$ cat config.mk
export PLATFORM = sky130hd
export DESIGN_NAME = pipeline_hazard_ctrl
export DESIGN_NICKNAME = d
export VERILOG_FILES = /design/src/rtl/pipeline_hazard_ctrl.sv
export SDC_FILE = /design/constraint.sdc
export NUM_CORES = 1
export LEC_CHECK = 0
export BUFFER_PORTS_ARGS = -buffer_cell sky130_fd_sc_hd__buf_2
export CAP_MARGIN = 20
export CORE_ASPECT_RATIO = 0.7
export CORE_UTILIZATION = 54
export CTS_CLUSTER_DIAMETER = 60
export DETAILED_ROUTE_END_ITERATION = 16
export HOLD_SLACK_MARGIN = 0.12
export PLACE_DENSITY = 0.89
export SYNTH_ARGS = -nofsm -noshare
export SYNTH_HDL_FRONTEND = slang
export SYNTH_SLANG_ARGS = --single-unit
$ cat constraint.sdc
create_clock -name clk -period 8.71 [get_ports clk]
set_clock_uncertainty 0.1 [all_clocks]
set_input_delay 2.613 -clock clk [delete_from_list [all_inputs] [get_ports clk]]
set_output_delay 2.613 -clock clk [all_outputs]
set_load 0.1 [all_outputs]
$ cat src/rtl/pipeline_hazard_ctrl.sv
// Stall/flush controller for the five-stage pipeline. It drives the pipeline register
// we/zero pairs and the PC enable, tracks I/D-cache refills and keeps saturating stall/redirect counters.
module pipeline_hazard_ctrl #(
   parameter int CNT_W = 32
) (
   input  logic             clk,
   input  logic             rst,
   input  logic             cnt_clr,
   input  logic [4:0]       id_rs1,
   input  logic [4:0]       id_rs2,
   input  logic             id_use_rs1,
   input  logic             id_use_rs2,
   input  logic             ex_mem_read,
   input  logic [4:0]       ex_rd,
   input  logic             ex_branch_taken,
   input  logic             icache_miss,
   input  logic             icache_done,
   input  logic             dcache_miss,
   input  logic             dcache_done,
   output logic             pc_we,
   output logic             if_id_we,
   output logic             if_id_zero,
   output logic             id_ex_we,
   output logic             id_ex_zero,
   output logic             ex_mem_we,
   output logic             ex_mem_zero,
   output logic             mem_wb_we,
   output logic             mem_wb_zero,
   output logic [1:0]       miss_state,
   output logic [CNT_W-1:0] stall_cnt,
   output logic [CNT_W-1:0] redirect_cnt
);

   // Encoding is {d_pend, i_pend}
   typedef enum logic [1:0] {
      RUN    = 2'b00,
      IWAIT  = 2'b01,
      DWAIT  = 2'b10,
      DIWAIT = 2'b11
   } miss_state_t;

   miss_state_t state, state_nx;
   logic        i_act, d_act, load_use, redirect;

   always_ff @(posedge clk or posedge rst) begin
      if (rst) state <= RUN;
      else     state <= state_nx;
   end

   always_comb begin
      i_act    = (state[0] | icache_miss) & ~icache_done;
      d_act    = (state[1] | dcache_miss) & ~dcache_done;
      state_nx = miss_state_t'({d_act, i_act});
   end

   assign miss_state = state;

   assign load_use = ex_mem_read && (ex_rd != 5'd0) &&
                     ((id_use_rs1 && (id_rs1 == ex_rd)) ||
                      (id_use_rs2 && (id_rs2 == ex_rd)));

   always_comb begin
      pc_we       = 1'b1;
      if_id_we    = 1'b1;
      if_id_zero  = 1'b0;
      id_ex_we    = 1'b1;
      id_ex_zero  = 1'b0;
      ex_mem_we   = 1'b1;
      ex_mem_zero = 1'b0;
      mem_wb_we   = 1'b1;
      mem_wb_zero = 1'b0;
      redirect    = 1'b0;
      if (rst) begin
         pc_we     = 1'b0;
         if_id_we  = 1'b0;
         id_ex_we  = 1'b0;
         ex_mem_we = 1'b0;
         mem_wb_we = 1'b0;
      end else if (d_act) begin
         pc_we       = 1'b0;
         if_id_we    = 1'b0;
         id_ex_we    = 1'b0;
         ex_mem_we   = 1'b0;
         mem_wb_zero = 1'b1;
      end else if (ex_branch_taken && i_act) begin
         // Branch stays parked in EX until the fetch side can accept the redirect
         pc_we       = 1'b0;
         if_id_we    = 1'b0;
         id_ex_we    = 1'b0;
         ex_mem_zero = 1'b1;
      end else if (ex_branch_taken) begin
         if_id_zero = 1'b1;
         id_ex_zero = 1'b1;
         redirect   = 1'b1;
      end else if (load_use) begin
         pc_we      = 1'b0;
         if_id_we   = 1'b0;
         id_ex_zero = 1'b1;
      end else if (i_act) begin
         pc_we      = 1'b0;
         if_id_zero = 1'b1;
      end
   end

   always_ff @(posedge clk or posedge rst) begin
      if (rst) begin
         stall_cnt    <= '0;
         redirect_cnt <= '0;
      end else if (cnt_clr) begin
         stall_cnt    <= '0;
         redirect_cnt <= '0;
      end else begin
         if (!pc_we && stall_cnt != '1)
            stall_cnt <= stall_cnt + CNT_W'(1);
         if (redirect && redirect_cnt != '1)
            redirect_cnt <= redirect_cnt + CNT_W'(1);
      end
   end

endmodule

==> flow_summary.toml <==
[place]
portBuffers = 100
hpwlAfterDp_um = 7140
gp_congestion = 0.914

[route]
dr.pass1.iters = 5
via_per_inst = 6.18
wl_per_cell_um = 16.1
drt_iter0_markers = 386
antenna_left = 0
vias = 3936
wirelength_um = 10300
drc_errors = 0

[timing]
max_freq_mhz = 140
drv_slew = 0
timing.final.crit_share = 0.821
fin_tns_setup_ns = 0
tightest_slew_ns = 0.961
setup_viol = 0
rsz0062_at_grt = "no"
slew_headroom = 0.356
period_needed_ns = 7.15
timing_hold_violations_final = 0

[worst_setup_path]
start_kind = "primary input"
cp.required_ns = 6.00
worstPathArrival_ns = 4.44
startpoint = "ex_rd[1]"
endpoint_kind = "output pin"
cp_max_fo = 3
criticalPathCategory = "primary input to output pin"
timing.rr.start = "stall_cnt[22]$_DFFE_PP0P_"

[finish]
drive_above_1_share = 0.254
antenna_cells = 0
multiInputGateArea_sq_um = 2180
fillers = 558
area_growth_pct = 19.6
layout.nets = 566
regArea_sq_um = 1650

[floorplan]
core_region_area_sq_um = 6910
dieArea_sq_um = 7680
start_util = 0.572
die_height_um = 73.6
die_x_um = 104
boundaryPins = 101
fp-row-count = 25

[run]
drv_cap = 0

[yosys]
yosysSeqAreaShare = 0.418
yosysWarnings = 0
netlist_area_sq_um = 3960
synth_flop_cell = "dfrtp_1"
yosysUniqueCellTypes = 38
synth_cells = 449
syn_nets = 477
synth_edf_count = 0
syn_avg_cell_area_sq_um = 8.81
ys_async_sr_fraction = 1.00
ys_ff_latch = 66

[clock_tree]
cts_sinks = 66
hold_buffers = 0
cts_buffers = 9
cts_tree = "built"
cts.path.max_buffers = 2
ctsResizeCount = 0
post-cts-setup-buffer-count = 0
clkLatencyLatePin_ns = 0.35
clk_pin_slew_ns = 0.08
htreeDepth = 3
cts-root-buf = "clkbuf_8"

[pwr]
cellPowerDensity_nw_per_um2 = 139
total_power_w = 0.000660
leakagePower_nw = 2.09
peakVddDrop_v = 0.000135

[hold_path]
hold_class = "register to register"
min-delay-start = "redirect_cnt[1]$_DFFE_PP0P_"

[global_routing]
track_usage = 0.273
grt_first_pass_wirelength_um = 16600
grt_pass1_vias = 3447
grt_max_degree = 71
grt_antenna_before_repair = 0
overflow = 0

[run_status]
status = "finished clean"
cells in the final DEF, fill, tap and decap left out, types with 7 or more instances in the layout:
cell / n
o31ai_1: 24
buf_2: 100
and4_1: 9
xnor2_1: 27
xor2_1: 10
nand3_1: 20
nor3_1: 19
inv_1: 8
or4_1: 27
and2_1: 7
a21oi_1: 32
nand2_1: 31
dfrtp_1: 66
and3_1: 11
nor2_1: 44
nand4_1: 33
clkbuf_8: 9
report_power, final:
group / internal [W] / switching (W) / total (W) / leakage, nW
logic: 0.0000179 / 0.0000675 / 0.0000854 / 1.08
clock network: 0.000134 / 0.000129 / 0.000263 / 0.0962
registers: 0.000308 / 0.00000283 / 0.000311 / 0.917
cell families after synthesis:
family                     Yosys count  share of synthesized area
adders and majority gates            2                    0.00633
and+or+nand+nor                    230                      0.330
muxes                                8                     0.0218
AOI/OAI and AO/OA                   69                      0.105
xor gates and xnor gates            37                     0.0819
buffers and inverters               37                     0.0373
DFF                                 66                      0.418
cell type report:
class,count,area share
clock buffers,9,0.0262
clock inverters,7,0.0161
inverters,9,0.00793
multi-input cells,346,0.460
flip-flops and latches,66,0.349
well taps,94,0.0249
repair buffers,106,0.115
per-stage QoR:
step | area [sq um] | utilization | std cells | hold WS (ns) | setup slack, ns
2_1_floorplan | 3970 | - | 449 | 0.892 | 0.330
3_3_place_gp | 4520 | 0.654 | 620 | 0.444 | 1.66
3_5_place_dp | 4520 | 0.654 | 620 | 0.457 | 1.59
4_1_cts | 4720 | 0.683 | 636 | 0.473 | 1.58
5_1_grt | 4730 | 0.684 | 637 | 0.501 | 1.45
6_report | 4730 | 0.684 | 637 | 0.471 | 1.56
critical path, stage by stage:
cell     delay, ns
buf_2         0.12
or4_1         0.51
o21ai_0       0.26
inv_1         0.07
a21oi_1       0.22
mux2i_1       0.11
nor2_1        0.09
buf_2         0.43
cell usage after synthesis (4+ instances only):
library cell	number	area, sq um
nand4_1	33	206
inv_1	9	33.8
clkbuf_1	21	78.8
nand3_1	20	100
nand2_1	31	116
a21oi_1	33	165
or4_1	27	203
nor2b_1	4	25.0
nor3_1	20	100
buf_2	6	30.0
xor2_1	10	87.6
o31ai_1	24	180
mux2_2	5	56.3
nor4_1	6	37.5
and2_1	7	43.8
o21ai_0	6	30.0
or3_1	6	37.5
xnor2_1	27	236
and3_1	11	68.8
nor2_1	45	169
dfrtp_1	66	1650
and4_1	9	78.8
state kept, by name, indices dropped and copies added, names as in the netlist:
signal        flops
redirect_cnt     32
miss_state        2
stall_cnt        32
metal layers:
metal | global-route usage | vias to the layer above | part of all wire | routed length [um]
met5 | 0 | - | 0 | 0
met4 | 0.0857 | 0 | 0.016 | 169
met3 | 0.0630 | 25 | 0.075 | 769
met2 | 0.436 | 201 | 0.45 | 4650
li1 | - | 1844 | - | -
met1 | 0.373 | 1866 | 0.46 | 4670
final timing paths:
kind                       depth (start not counted)  slack, ns                            to
setup reg to reg                                   7       5.75     stall_cnt[25]$_DFFE_PP0P_
hold reg to reg                                    2       0.47   redirect_cnt[1]$_DFFE_PP0P_
hold / removal                                     2       0.47   redirect_cnt[1]$_DFFE_PP0P_
max in group asynchronous                          4       5.36  redirect_cnt[25]$_DFFE_PP0P_
setup / recovery                                   8       1.56                    if_id_zero
min in group asynchronous                          3       2.32       miss_state[0]$_DFF_PP0_
(Power assumes the default switching activity.)
